`config.mk`:
```
export PLATFORM = sky130hd
export DESIGN_NAME = cpu_press
export DESIGN_NICKNAME = d
export VERILOG_FILES = /design/src/rtl/cpu_press_pkg.sv /design/src/rtl/cpu_press_tick_gen.sv /design/src/rtl/cpu_press.sv
export SDC_FILE = /design/constraint.sdc
export NUM_CORES = 1
export LEC_CHECK = 0
export ABC_AREA = 0
export BUFFER_PORTS_ARGS = -buffer_cell sky130_fd_sc_hd__buf_2
export CORE_UTILIZATION = 48
export CTS_CLUSTER_DIAMETER = 50
export CTS_CLUSTER_SIZE = 10
export DETAILED_ROUTE_END_ITERATION = 10
export PLACE_DENSITY = 0.75
export SETUP_SLACK_MARGIN = 0.05
export SLEW_MARGIN = 20
export SYNTH_ARGS = -nofsm -noshare
export SYNTH_HDL_FRONTEND = slang
export SYNTH_SLANG_ARGS = --single-unit
```
`constraint.sdc`:
```
create_clock -name clk -period 1.78 [get_ports clk]
set_input_delay 0.445 -clock clk [delete_from_list [all_inputs] [get_ports clk]]
set_output_delay 0.445 -clock clk [all_outputs]
set_load 0.05 [all_outputs]
```
`src/rtl/cpu_press_pkg.sv`:
```
// Shared types for the computer-player button presser: FSM state encoding and
// the width of the pulse and cool counters.
package cpu_press_pkg;

    localparam int CNT_W = 8;

    typedef enum logic [1:0] {
        IDLE,
        SAMPLE,
        PRESS,
        COOL
    } state_t;

endpackage

```
`src/rtl/cpu_press_tick_gen.sv`:
```
// Clearable divide-by-TICK_DIV counter; tick marks the last count of each period
// and the counter wraps to zero on that same cycle.
module tick_gen
    import cpu_press_pkg::*;
#(
    parameter int TICK_DIV = 16
) (
    input  logic clk,
    input  logic reset_n,
    input  logic clr,
    input  logic run,
    output logic tick
);

    localparam int TW = (TICK_DIV > 1) ? $clog2(TICK_DIV) : 1;
    localparam logic [TW-1:0] LAST = TW'(TICK_DIV - 1);

    logic [TW-1:0] cnt_q;
    logic [TW-1:0] cnt_d;

    assign tick = run && (cnt_q == LAST);

    always_comb begin
        cnt_d = cnt_q;
        if (clr) begin
            cnt_d = '0;
        end else if (run) begin
            cnt_d = tick ? '0 : cnt_q + 1'b1;
        end
    end

    always_ff @(posedge clk or negedge reset_n) begin
        if (!reset_n) begin
            cnt_q <= '0;
        end else begin
            cnt_q <= cnt_d;
        end
    end

endmodule

```
`src/rtl/cpu_press.sv`:
```
// Computer-player button presser: on each sample tick, presses when the random
// value is below the difficulty threshold, then blocks for a cool-down period.
module cpu_press
    import cpu_press_pkg::*;
#(
    parameter int WIDTH    = 10,
    parameter int TICK_DIV = 16,
    parameter int COOL_CYC = 8
) (
    input  logic             clk,
    input  logic             reset_n,
    input  logic [WIDTH-1:0] rnd,
    input  logic [WIDTH-1:0] thresh,
    input  logic             enable,
    output logic             press,
    output logic [CNT_W-1:0] press_cnt,
    output logic             cooling
);

    localparam logic [CNT_W-1:0] COOL_LOAD = CNT_W'(COOL_CYC - 1);

    state_t           state_q;
    state_t           state_d;
    logic [CNT_W-1:0] cool_q;
    logic [CNT_W-1:0] cool_d;
    logic [CNT_W-1:0] cnt_q;
    logic [CNT_W-1:0] cnt_d;
    logic             press_q;
    logic             press_d;
    logic             cooling_q;
    logic             cooling_d;
    logic             tick;
    logic             tick_clr;
    logic             tick_run;

    function automatic logic [CNT_W-1:0] sat_inc(input logic [CNT_W-1:0] v);
        return (v == '1) ? v : v + 1'b1;
    endfunction

    // Divider only advances in SAMPLE; any other state or a dropped enable
    // discards partial progress so each sampling run starts from zero.
    assign tick_run = (state_q == SAMPLE);
    assign tick_clr = (state_q != SAMPLE) || !enable;

    tick_gen #(
        .TICK_DIV(TICK_DIV)
    ) u_tick_gen (
        .clk    (clk),
        .reset_n(reset_n),
        .clr    (tick_clr),
        .run    (tick_run),
        .tick   (tick)
    );

    always_comb begin
        state_d = state_q;
        cool_d  = cool_q;
        case (state_q)
            IDLE: begin
                cool_d = '0;
                if (enable) begin
                    state_d = SAMPLE;
                end
            end
            SAMPLE: begin
                if (!enable) begin
                    state_d = IDLE;
                end else if (tick && (rnd < thresh)) begin
                    state_d = PRESS;
                end
            end
            PRESS: begin
                if (!enable) begin
                    state_d = IDLE;
                end else begin
                    state_d = COOL;
                    cool_d  = COOL_LOAD;
                end
            end
            COOL: begin
                if (!enable) begin
                    state_d = IDLE;
                    cool_d  = '0;
                end else if (cool_q == '0) begin
                    state_d = SAMPLE;
                end else begin
                    cool_d = cool_q - 1'b1;
                end
            end
            default: begin
                state_d = IDLE;
                cool_d  = '0;
            end
        endcase
    end

    // Outputs are registered from the next state so they change with the state.
    always_comb begin
        press_d   = (state_d == PRESS);
        cooling_d = (state_d == COOL);
        cnt_d     = press_d ? sat_inc(cnt_q) : cnt_q;
    end

    always_ff @(posedge clk or negedge reset_n) begin
        if (!reset_n) begin
            state_q   <= IDLE;
            cool_q    <= '0;
            cnt_q     <= '0;
            press_q   <= 1'b0;
            cooling_q <= 1'b0;
        end else begin
            state_q   <= state_d;
            cool_q    <= cool_d;
            cnt_q     <= cnt_d;
            press_q   <= press_d;
            cooling_q <= cooling_d;
        end
    end

    assign press     = press_q;
    assign cooling   = cooling_q;
    assign press_cnt = cnt_q;

endmodule
```
==> results of run 1 <==
[registers in the layout, summed over array words and instances (netlist names)]
signal and cells:
cool_q 8, press_cnt 8, u_tick_gen.cnt_q 4, state_q 2, cooling 1, press 1
[worst register-to-register path, stage by stage, from the launching register on]
cell,delay [ns]
dfrtp_1,0.41
or4_4,0.60
nor4_4,0.39
nor3_1,0.10
xnor2_1,0.17
nor2_1,0.06
[power groups by stage]
stage | sequential, W | combinational [W] | clock [W]
4_1_cts | 0.000600 | 0.000403 | 0.000405
5_1_grt | 0.000607 | 0.000461 | 0.000428
2_1_floorplan | 0.000612 | 0.000218 | 0
6_report | 0.000603 | 0.000414 | 0.000409
3_3_place_gp | 0.000607 | 0.000348 | 0
3_5_place_dp | 0.000608 | 0.000371 | 0
[cell type report]
type	instances	area [um2]
clock buffers	3	22.5
fillers	194	691
repair buffers	56	348
clock inverters	1	30.0
flip-flops and latches	24	601
multi-input cells	111	1010
well taps	31	38.8
inverters	14	85.1
[cell families (layout without fill, tap and decap cells)]
| family | Yosys count | after routing |
|---|---|---|
| AND/OR/NAND/NOR | 59 | 59 |
| buffers and inverters | 17 | 74 |
| AO/OA/AOI/OAI | 26 | 26 |
| flip-flops | 24 | 24 |
| multiplexers | 2 | 2 |
| adder cells (fa/ha/maj) | 12 | 12 |
| XOR/XNOR | 12 | 12 |
[worst max-delay path by stage]
stage | start | to | cells after the start
global placement | thresh[7] | press_cnt[1] | 9
floorplan | thresh[7] | press_cnt[1] | 7
global route | cool_q[4] | cool_q[1] | 5
CTS | cool_q[4] | cool_q[1] | 5
detailed placement | thresh[7] | press_cnt[1] | 9
finish | cool_q[4] | cool_q[7] | 5
[what timing repair did]
action | 4_1_cts | 5_1_grt
buffers inserted | 3 | 0
resized for setup | 11 | 3
endpoints found under the hold margin | 0 | 0
setup endpoints to repair | 16 | 17
pin swaps | 4 | 2
[synth_stat cells (2+ instances only)]
master | instances | area [um2]
or3_1 | 2 | 12.5
nand2_1 | 8 | 30.0
nor2_1 | 12 | 45.0
nor4_1 | 3 | 18.8
inv_1 | 14 | 52.6
nand2b_1 | 5 | 31.3
dfrtp_1 | 24 | 601
or4_1 | 2 | 15.0
xnor2_1 | 12 | 105
nand3_2 | 2 | 20.0
a21o_1 | 2 | 15.0
o21ai_0 | 6 | 30.0
ha_1 | 12 | 150
and3_1 | 8 | 50.1
a22o_1 | 4 | 35.0
nor3_1 | 4 | 20.0
a31oi_1 | 2 | 12.5
a21oi_1 | 9 | 45.0
nand4_1 | 6 | 37.5
[stage by stage]
stage | total power, W | setup WS [ns] | util
global placement | 0.000955 | -0.282 | 0.697
global route | 0.00150 | -0.143 | 0.756
floorplan | 0.000830 | -0.180 | -
detailed placement | 0.000978 | -0.316 | 0.697
finish | 0.00143 | -0.0479 | 0.756
CTS | 0.00141 | -0.0227 | 0.747
[layer usage]
layer,wire (um),track usage
met1,1580,0.322
met2,2010,0.474
met3,122,0.0272
met4,49,0.0976
met5,0,0
==> results.sh, run 1 <==
export IMPL_maxSlewViolCount=0
export IMPL_synth_nets=187
export IMPL_start_kind="register"
export IMPL_grt_overflow=0
export IMPL_design_area_um2=2140
export IMPL_dpl_hpwl_mm=2.63
export IMPL_clock_latency_ns=0.33
export IMPL_synth_compound_area_frac=0.124
export IMPL_start_util=0.519
export IMPL_critPathSlowestCell="or4_4"
export IMPL_worstSetupPathType="reg2reg"
export IMPL_crit_required_ns=2.00
export IMPL_hold_buffers=0
export IMPL_clockPowerShare=0.287
export IMPL_crit_fanout=5
export IMPL_whs_ns=0.0684
export IMPL_cp_end_kind="register"
export IMPL_hp_class="in2async"
export IMPL_arrival_ns=2.05
export IMPL_outcome="complete, but fails checks"
export IMPL_finalSetupViolCount=7
export IMPL_wl_mm=3.76
export IMPL_failed_checks="design-rule violations, negative setup slack"
export IMPL_die_height_um=57.3
export IMPL_rsz0062_at_grt="yes"
export IMPL_clk_pin_slew_ns=0.14
export IMPL_cts_tree="built"
export IMPL_final_hold_violation_count=0
export IMPL_wl_per_cell_um=15.7
export IMPL_fin_worst_skew_ns=0.00101
export IMPL_cts_root_buf="clkbuf_4"
export IMPL_synth_top_family_by_area="simple AND/OR/NAND/NOR gates"
export IMPL_htreeDepth=1
export IMPL_grt_pass1_vias=1393
export IMPL_worst_slack_ns=-0.0479
export IMPL_synth_area_um2=1470
export IMPL_critical_path_max_stage_delay_ns=0.60
export IMPL_p_leak_nw=1.02
export IMPL_io_buffer_count=32
export IMPL_io_pins=33
export IMPL_routed_via_density=5.69
export IMPL_synthSimpleGateAreaFrac=0.227
export IMPL_swShare=0.296
export IMPL_drcViolationCount=3
export IMPL_worstReg2RegStart="cool_q[4]"
export IMPL_die_w_um=57.3
export IMPL_powerDensity_nw_per_um2=667
export IMPL_layout_nets=245
export IMPL_drt_initial_drc_count=48
export IMPL_yosys_warnings=0
export IMPL_reg2reg_setup_slack_ns=-0.05
export IMPL_r2r_cells=5
export IMPL_diodes=0
export IMPL_netSwitchingPower_w=0.000423
export IMPL_cts_buffer_depth=2
export IMPL_crit_family="simple AND/OR/NAND/NOR gates"
export IMPL_synthCells=152
export IMPL_fmax_mhz=547
export IMPL_place_area_um2=1970
export IMPL_grt_pass1_wl_mm=6.45
export IMPL_synth_ff_type="dfrtp_1"
export IMPL_mostFrequentLayoutCell="buf_2"
export IMPL_slew_headroom=0.643
export IMPL_die_area_um2=3280
export IMPL_avgSynthCellArea_um2=9.66
export IMPL_ys_types=34
export IMPL_max_vdd_ir_drop_mv=0.699
export IMPL_areaGrowthSynthToFinish_pct=45.7
export IMPL_worst_path_buf_inv=0
export IMPL_drv_cap=0
export IMPL_ant_nets=0
export IMPL_layout_drive_gt1_share=0.459
export IMPL_power_internal_w=0.00100
export IMPL_synth_edff_count=0
export IMPL_p_comb_frac=0.290
export IMPL_worst_pin_slew_ns=0.536
export IMPL_drtPass1Iterations=7
export IMPL_min_period_ns=1.83
export IMPL_fp_row_count=19
export IMPL_numCtsBuffers=3
export IMPL_finalCritPeriodShare=1.03
export IMPL_crit_chain="or4_4 -> nor4_4 -> nor3_1 -> xnor2_1 -> nor2_1"
export IMPL_synth_fa_ha_area_frac=0.102
export IMPL_final_setup_tns_ns=-0.198
export IMPL_dp_cells=233
export IMPL_final_cell_mix="buf_2 (32), dfrtp_1 (24), buf_4 (22)"
export IMPL_synthMuxAreaShare=0.0179
export IMPL_finalNonFillerCells=240
export IMPL_grt_max_degree=25
export IMPL_r2r_end="cool_q[7]"
export IMPL_seq_power_share=0.423
export IMPL_synthArstFlopShare=1.00
export IMPL_routabilityCongestion=0.832
export IMPL_core_area_um2=2830
export IMPL_ys_seq_elements=24
export IMPL_cts_sinks=24
export IMPL_ys_seq_area_frac=0.409
export IMPL_num_vias=1366
export IMPL_grt_util_all_layers=0.262
export IMPL_antenna_found_initial=0
export IMPL_synth_xor_area_frac=0.0716
No activity file was read; power rests on OpenSTA's default activity.
==> inputs of run 2 (changes only) <==
GPL_ROUTABILITY_DRIVEN = 0   (was unset)
REMOVE_ABC_BUFFERS = 1   (was unset)
SYNTH_HIERARCHICAL = 1   (was unset)
==> results.sh, run 2 <==
export IMPL_outcome="complete, but fails checks"
export IMPL_failed_checks="negative setup slack"
export IMPL_grt_pass1_vias=1409
export IMPL_fill_cells=247
export IMPL_max_vdd_ir_drop_mv=0.281
export IMPL_grt_util_met1=0.261
export IMPL_worst_slack_ns=-0.251
export IMPL_synth_ff_type="dfrtp_1"
export IMPL_arrival_ns=2.25
export IMPL_htreeDepth=1
export IMPL_yosys_warnings=6
export IMPL_yosysMostFrequentCell="dfrtp_1"
export IMPL_reg2reg_setup_slack_ns=-0.25
export IMPL_ys_types=35
export IMPL_io_buffer_count=32
export IMPL_numCtsBuffers=3
export IMPL_ys_seq_area_frac=0.392
export IMPL_mostFrequentLayoutCell="buf_2"
export IMPL_antenna_found_initial=0
export IMPL_dp_cells=254
export IMPL_min_period_ns=2.03
export IMPL_grt_max_degree=25
export IMPL_die_w_um=58.5
export IMPL_wl_per_cell_um=13.9
export IMPL_start_util=0.506
export IMPL_clock_latency_ns=0.32
export IMPL_die_height_um=58.5
export IMPL_drcViolationCount=0
export IMPL_met2_usage=0.440
export IMPL_rsz0062_at_grt="yes"
export IMPL_yosys_area_top_type="dfrtp_1"
export IMPL_core_area_um2=3030
export IMPL_start_kind="register"
export IMPL_netlist_area_leader_share=0.392
export IMPL_fin_worst_skew_ns=0.00526
export IMPL_synth_area_um2=1530
export IMPL_layout_drive_gt1_share=0.368
export IMPL_routed_via_density=5.38
export IMPL_cts_tree="built"
export IMPL_num_vias=1419
export IMPL_grt_util_all_layers=0.233
export IMPL_finalNonFillerCells=264
export IMPL_crit_fanout=7
export IMPL_netlist_top_cells_area="dfrtp_1 (39%), ha_1 (11%), xor2_1 (5.7%), nand2_1 (4.7%), nor2_1 (3.9%)"
export IMPL_p_leak_nw=1.07
export IMPL_finalCritPeriodShare=1.14
export IMPL_synthCells=166
export IMPL_final_hold_violation_count=0
export IMPL_dp_worst_setup_slack_ns=-0.575
export IMPL_worstSetupPathType="reg2reg"
export IMPL_cts_buffer_depth=2
export IMPL_grtUsageMet3=0.0264
export IMPL_drv_cap=0
export IMPL_drtPass1Iterations=4
export IMPL_fmax_mhz=492
export IMPL_grt_overflow=0
export IMPL_netlist_top_cells_count="dfrtp_1 (24), nand2_1 (19), nor2_1 (16)"
export IMPL_drt_initial_drc_count=83
export IMPL_clk_pin_slew_ns=0.15
export IMPL_avgSynthCellArea_um2=9.23
export IMPL_maxSlewViolCount=0
export IMPL_grt_busiest_layer="met2"
export IMPL_areaGrowthSynthToFinish_pct=35.0
export IMPL_ant_nets=0
export IMPL_whs_ns=0.0847
export IMPL_synthArstFlopShare=1.00
export IMPL_synth_edff_count=0
export IMPL_worstReg2RegStart="state_q[1]"
export IMPL_io_pins=33
export IMPL_slew_headroom=0.617
export IMPL_cp_end_kind="register"
export IMPL_wl_mm=3.67
export IMPL_grt_pass1_wl_mm=6.02
export IMPL_hp_class="in2async"
export IMPL_die_area_um2=3420
export IMPL_worst_pin_slew_ns=0.574
export IMPL_cts_root_buf="clkbuf_4"
export IMPL_powerDensity_nw_per_um2=597
export IMPL_crit_required_ns=2.00
export IMPL_diodes=0
export IMPL_r2r_cells=8
export IMPL_final_setup_tns_ns=-1.79
export IMPL_finalSetupViolCount=10
export IMPL_fp_row_count=20
export IMPL_final_cell_mix="buf_2 (32), dfrtp_1 (24), nand2_1 (19)"
export IMPL_ff_latch_area_um2=601
export IMPL_dpl_hpwl_mm=2.56
export IMPL_cts_sinks=24
export IMPL_r2r_end="press_cnt[6]"
export IMPL_ys_seq_elements=24
export IMPL_layout_nets=257
export IMPL_multi_input_comb_area_um2=966
run 2: per-stage QoR:
step | utilization | instance area, um2 | total power [W]
3_3_place_gp | 0.609 | 1840 | 0.000801
6_report | 0.683 | 2070 | 0.00123
3_5_place_dp | 0.609 | 1840 | 0.000814
2_1_floorplan | - | 1510 | 0.000720
4_1_cts | 0.667 | 2020 | 0.00122
5_1_grt | 0.683 | 2070 | 0.00129
run 2: final cells by class:
| class | instances | area share |
|---|---|---|
| clock buffers | 3 | 0.0109 |
| clock inverters | 1 | 0.0145 |
| inverters | 14 | 0.0254 |
| multi-input cells | 124 | 0.467 |
| flip-flops and latches | 24 | 0.291 |
| well taps | 44 | 0.0266 |
| repair buffers | 54 | 0.165 |
run 2: critical path: stages, from the launching register on:
cell and delay, ns:
dfrtp_1 0.40, and2b_4 0.27, nand2_4 0.06, nor2_4 0.10
nand3b_4 0.08, a2111oi_4 0.28, nand4_4 0.23, nor3_2 0.19
mux2_4 0.31
run 2: timing repair:
action,in CTS,in global routing
pin swaps,11,2
endpoints found under the setup margin,14,15
resized for setup,23,6
buffers inserted,3,4
hold buffers,0,0
run 2: where the power goes:
| part | switching, W | internal, W | total [W] |
|---|---|---|---|
| clock network | 0.000176 | 0.000227 | 0.000403 |
| logic | 0.000132 | 0.000123 | 0.000255 |
| registers | 0.0000159 | 0.000559 | 0.000575 |
run 2: metal layers:
layer  vias up  share of wire  wire length, um
met1       679           0.42             1530
met5         -              0                0
met3         8          0.032              116
li1        680              -                -
met4         0          0.022               80
met2        52           0.53             1940
run 2: how the worst max path moves through the flow:
stage	slack, ns	startpoint	endpoint
floorplan	-0.59	state_q[1]	press_cnt[6]
finish	-0.25	state_q[1]	press_cnt[6]
global placement	-0.52	rnd[9]	press_cnt[6]
detailed placement	-0.58	rnd[7]	press_cnt[6]
CTS	-0.25	state_q[1]	press_cnt[6]
global route	-0.35	state_q[1]	press_cnt[4]
run 2: kinds of logic (layout without fill, tap and decap cells):
logic type                 Yosys count  in the layout  synth area share
AOI/OAI and AO/OA                   26             26             0.109
xor gates and xnor gates            12             12            0.0686
adders and majority gates           13             13             0.106
buffers and inverters               18             72            0.0498
DFF                                 24             24             0.392
muxes                                4              4            0.0286
and+or+nand+nor                     69             69             0.245
==> inputs of run 3 (changes only) <==
CORE_ASPECT_RATIO = 1.4   (was unset)
==> results.sh, run 3 (same netlist as run 2, synthesis figures left out) <==
export IMPL_start_kind="input pin"
export IMPL_max_vdd_ir_drop_mv=0.494
export IMPL_grt_pass1_vias=1441
export IMPL_drt_initial_drc_count=24
export IMPL_io_buffer_count=32
export IMPL_io_pins=33
export IMPL_ant_nets=0
export IMPL_layout_drive_gt1_share=0.420
export IMPL_ff_latch_area_um2=601
export IMPL_arrival_ns=2.29
export IMPL_final_hold_violation_count=0
export IMPL_cts_root_buf="clkbuf_8"
export IMPL_grt_util_all_layers=0.241
export IMPL_finalSetupViolCount=10
export IMPL_dpl_hpwl_mm=2.56
export IMPL_drtPass1Iterations=4
export IMPL_die_area_um2=3420
export IMPL_slew_headroom=0.429
export IMPL_antenna_found_initial=0
export IMPL_critPathSlowestCell="a2111oi_4"
export IMPL_cts_tree="built"
export IMPL_worst_slack_ns=-0.327
export IMPL_routed_via_density=5.56
export IMPL_multi_input_comb_area_um2=1030
export IMPL_grt_max_degree=25
export IMPL_power_w=0.00121
export IMPL_crit_required_ns=1.96
export IMPL_diodes=0
export IMPL_num_vias=1451
export IMPL_crit_chain="buf_2 -> ha_1 -> nand2_1 -> nor3_2 -> a2111oi_4 -> nand4_4 -> buf_6 -> nor4b_4 -> xor2_1"
export IMPL_rsz0062_at_grt="yes"
export IMPL_die_w_um=49.7
export IMPL_mostFrequentLayoutCell="buf_2"
export IMPL_outcome="complete, but fails checks"
export IMPL_min_period_ns=2.11
export IMPL_drv_cap=0
export IMPL_final_cell_mix="buf_2 (25), dfrtp_1 (24), buf_4 (24)"
export IMPL_grt_overflow=0
export IMPL_cts_sinks=24
export IMPL_worstSetupPathType="in2reg"
export IMPL_powerDensity_nw_per_um2=549
export IMPL_fmax_mhz=475
export IMPL_critical_path_max_stage_delay_ns=0.40
export IMPL_fill_cells=216
export IMPL_finalCritPeriodShare=1.18
export IMPL_wl_mm=3.87
export IMPL_layout_nets=262
export IMPL_fp_row_count=23
export IMPL_fin_worst_skew_ns=0.00353
export IMPL_numCtsBuffers=3
export IMPL_areaGrowthSynthToFinish_pct=44.0
export IMPL_grt_pass1_wl_mm=6.20
export IMPL_cp_end_kind="register"
export IMPL_htreeDepth=1
export IMPL_p_leak_nw=1.10
export IMPL_start_util=0.522
export IMPL_maxSlewViolCount=0
export IMPL_die_height_um=68.8
export IMPL_drcViolationCount=0
export IMPL_clk_pin_slew_ns=0.08
export IMPL_clock_latency_ns=0.26
export IMPL_final_setup_tns_ns=-2.09
export IMPL_failed_checks="negative setup slack"
export IMPL_core_area_um2=2940
export IMPL_worst_pin_slew_ns=0.853
export IMPL_crit_fanout=7
export IMPL_crit_family="simple AND/OR/NAND/NOR gates"
export IMPL_worst_path_buf_inv=2
export IMPL_hp_class="in2async"
export IMPL_wl_per_cell_um=14.8
export IMPL_cts_buffer_depth=2
-- run 3: changes by cell type in the layout (fill, tap and decap cells not counted), sizes merged --
cell    before  now
buf         54   59
bufinv       1    0
-- run 3: repair_timing --
action                     in CTS  in global routing
cloned                          0                  0
setup endpoints to repair      16                 14
pin swaps                      13                 10
gates resized for setup        25                 22
setup buffers                   4                  6
hold buffers                    0                  0
-- run 3: layer usage --
metal  GRT usage  part of all wire  vias up
li1            -                 -      689
met1       0.249              0.36      701
met2       0.475              0.59       51
met3      0.0329             0.032       10
met4       0.118             0.022        0
met5           0                 0        -
-- run 3: path summary, 6_finish.rpt --
path | startpoint | end | slack [ns] | depth (start not counted)
worst max register to register | state_q[1] | press_cnt[4] | -0.32 | 9
min in group clk | enable | state_q[0] | 0.53 | 3
worst min-delay path | reset_n | cool_q[7] | 0.15 | 1
max in group asynchronous | reset_n | u_tick_gen/cnt_q[2] | 1.27 | 1
worst min register to register | press_cnt[0] | press_cnt[0] | 0.53 | 1
worst max-delay path | rnd[5] | press_cnt[4] | -0.33 | 9
-- run 3: area by class of cell --
cell class,count,area share
sequential,24,0.272
multi-input combinational,124,0.469
tap,37,0.0210
clock buffer,3,0.0187
timing repair buffer,59,0.191
inverter,14,0.0272
-- run 3: worst register-to-register path, cell delays in order (launching register included) --
cell,delay (ns)
dfrtp_1,0.38
and2b_4,0.27
nand2_4,0.06
nor2_4,0.11
nand3b_4,0.09
a2111oi_4,0.28
nand4_4,0.23
buf_6,0.18
nor4b_4,0.22
xor2_1,0.19
-- run 3: power by group --
group	internal, W	total [W]	switching [W]
Sequential	0.000559	0.000576	0.0000169
Clock	0.000151	0.000321	0.000170
Combinational	0.000163	0.000313	0.000149
-- run 3: through the flow --
stage | cell area, um2 | util | hold slack, ns | std cells | worst slack, ns
4_1_cts | 2070 | 0.705 | 0.169 | 255 | -0.251
5_1_grt | 2200 | 0.751 | 0.184 | 261 | -0.460
6_report | 2200 | 0.751 | 0.155 | 261 | -0.327
3_5_place_dp | 1840 | 0.627 | 0.457 | 248 | -0.649
3_3_place_gp | 1840 | 0.627 | 0.450 | 248 | -0.524
2_1_floorplan | 1510 | - | 0.149 | 162 | -0.595
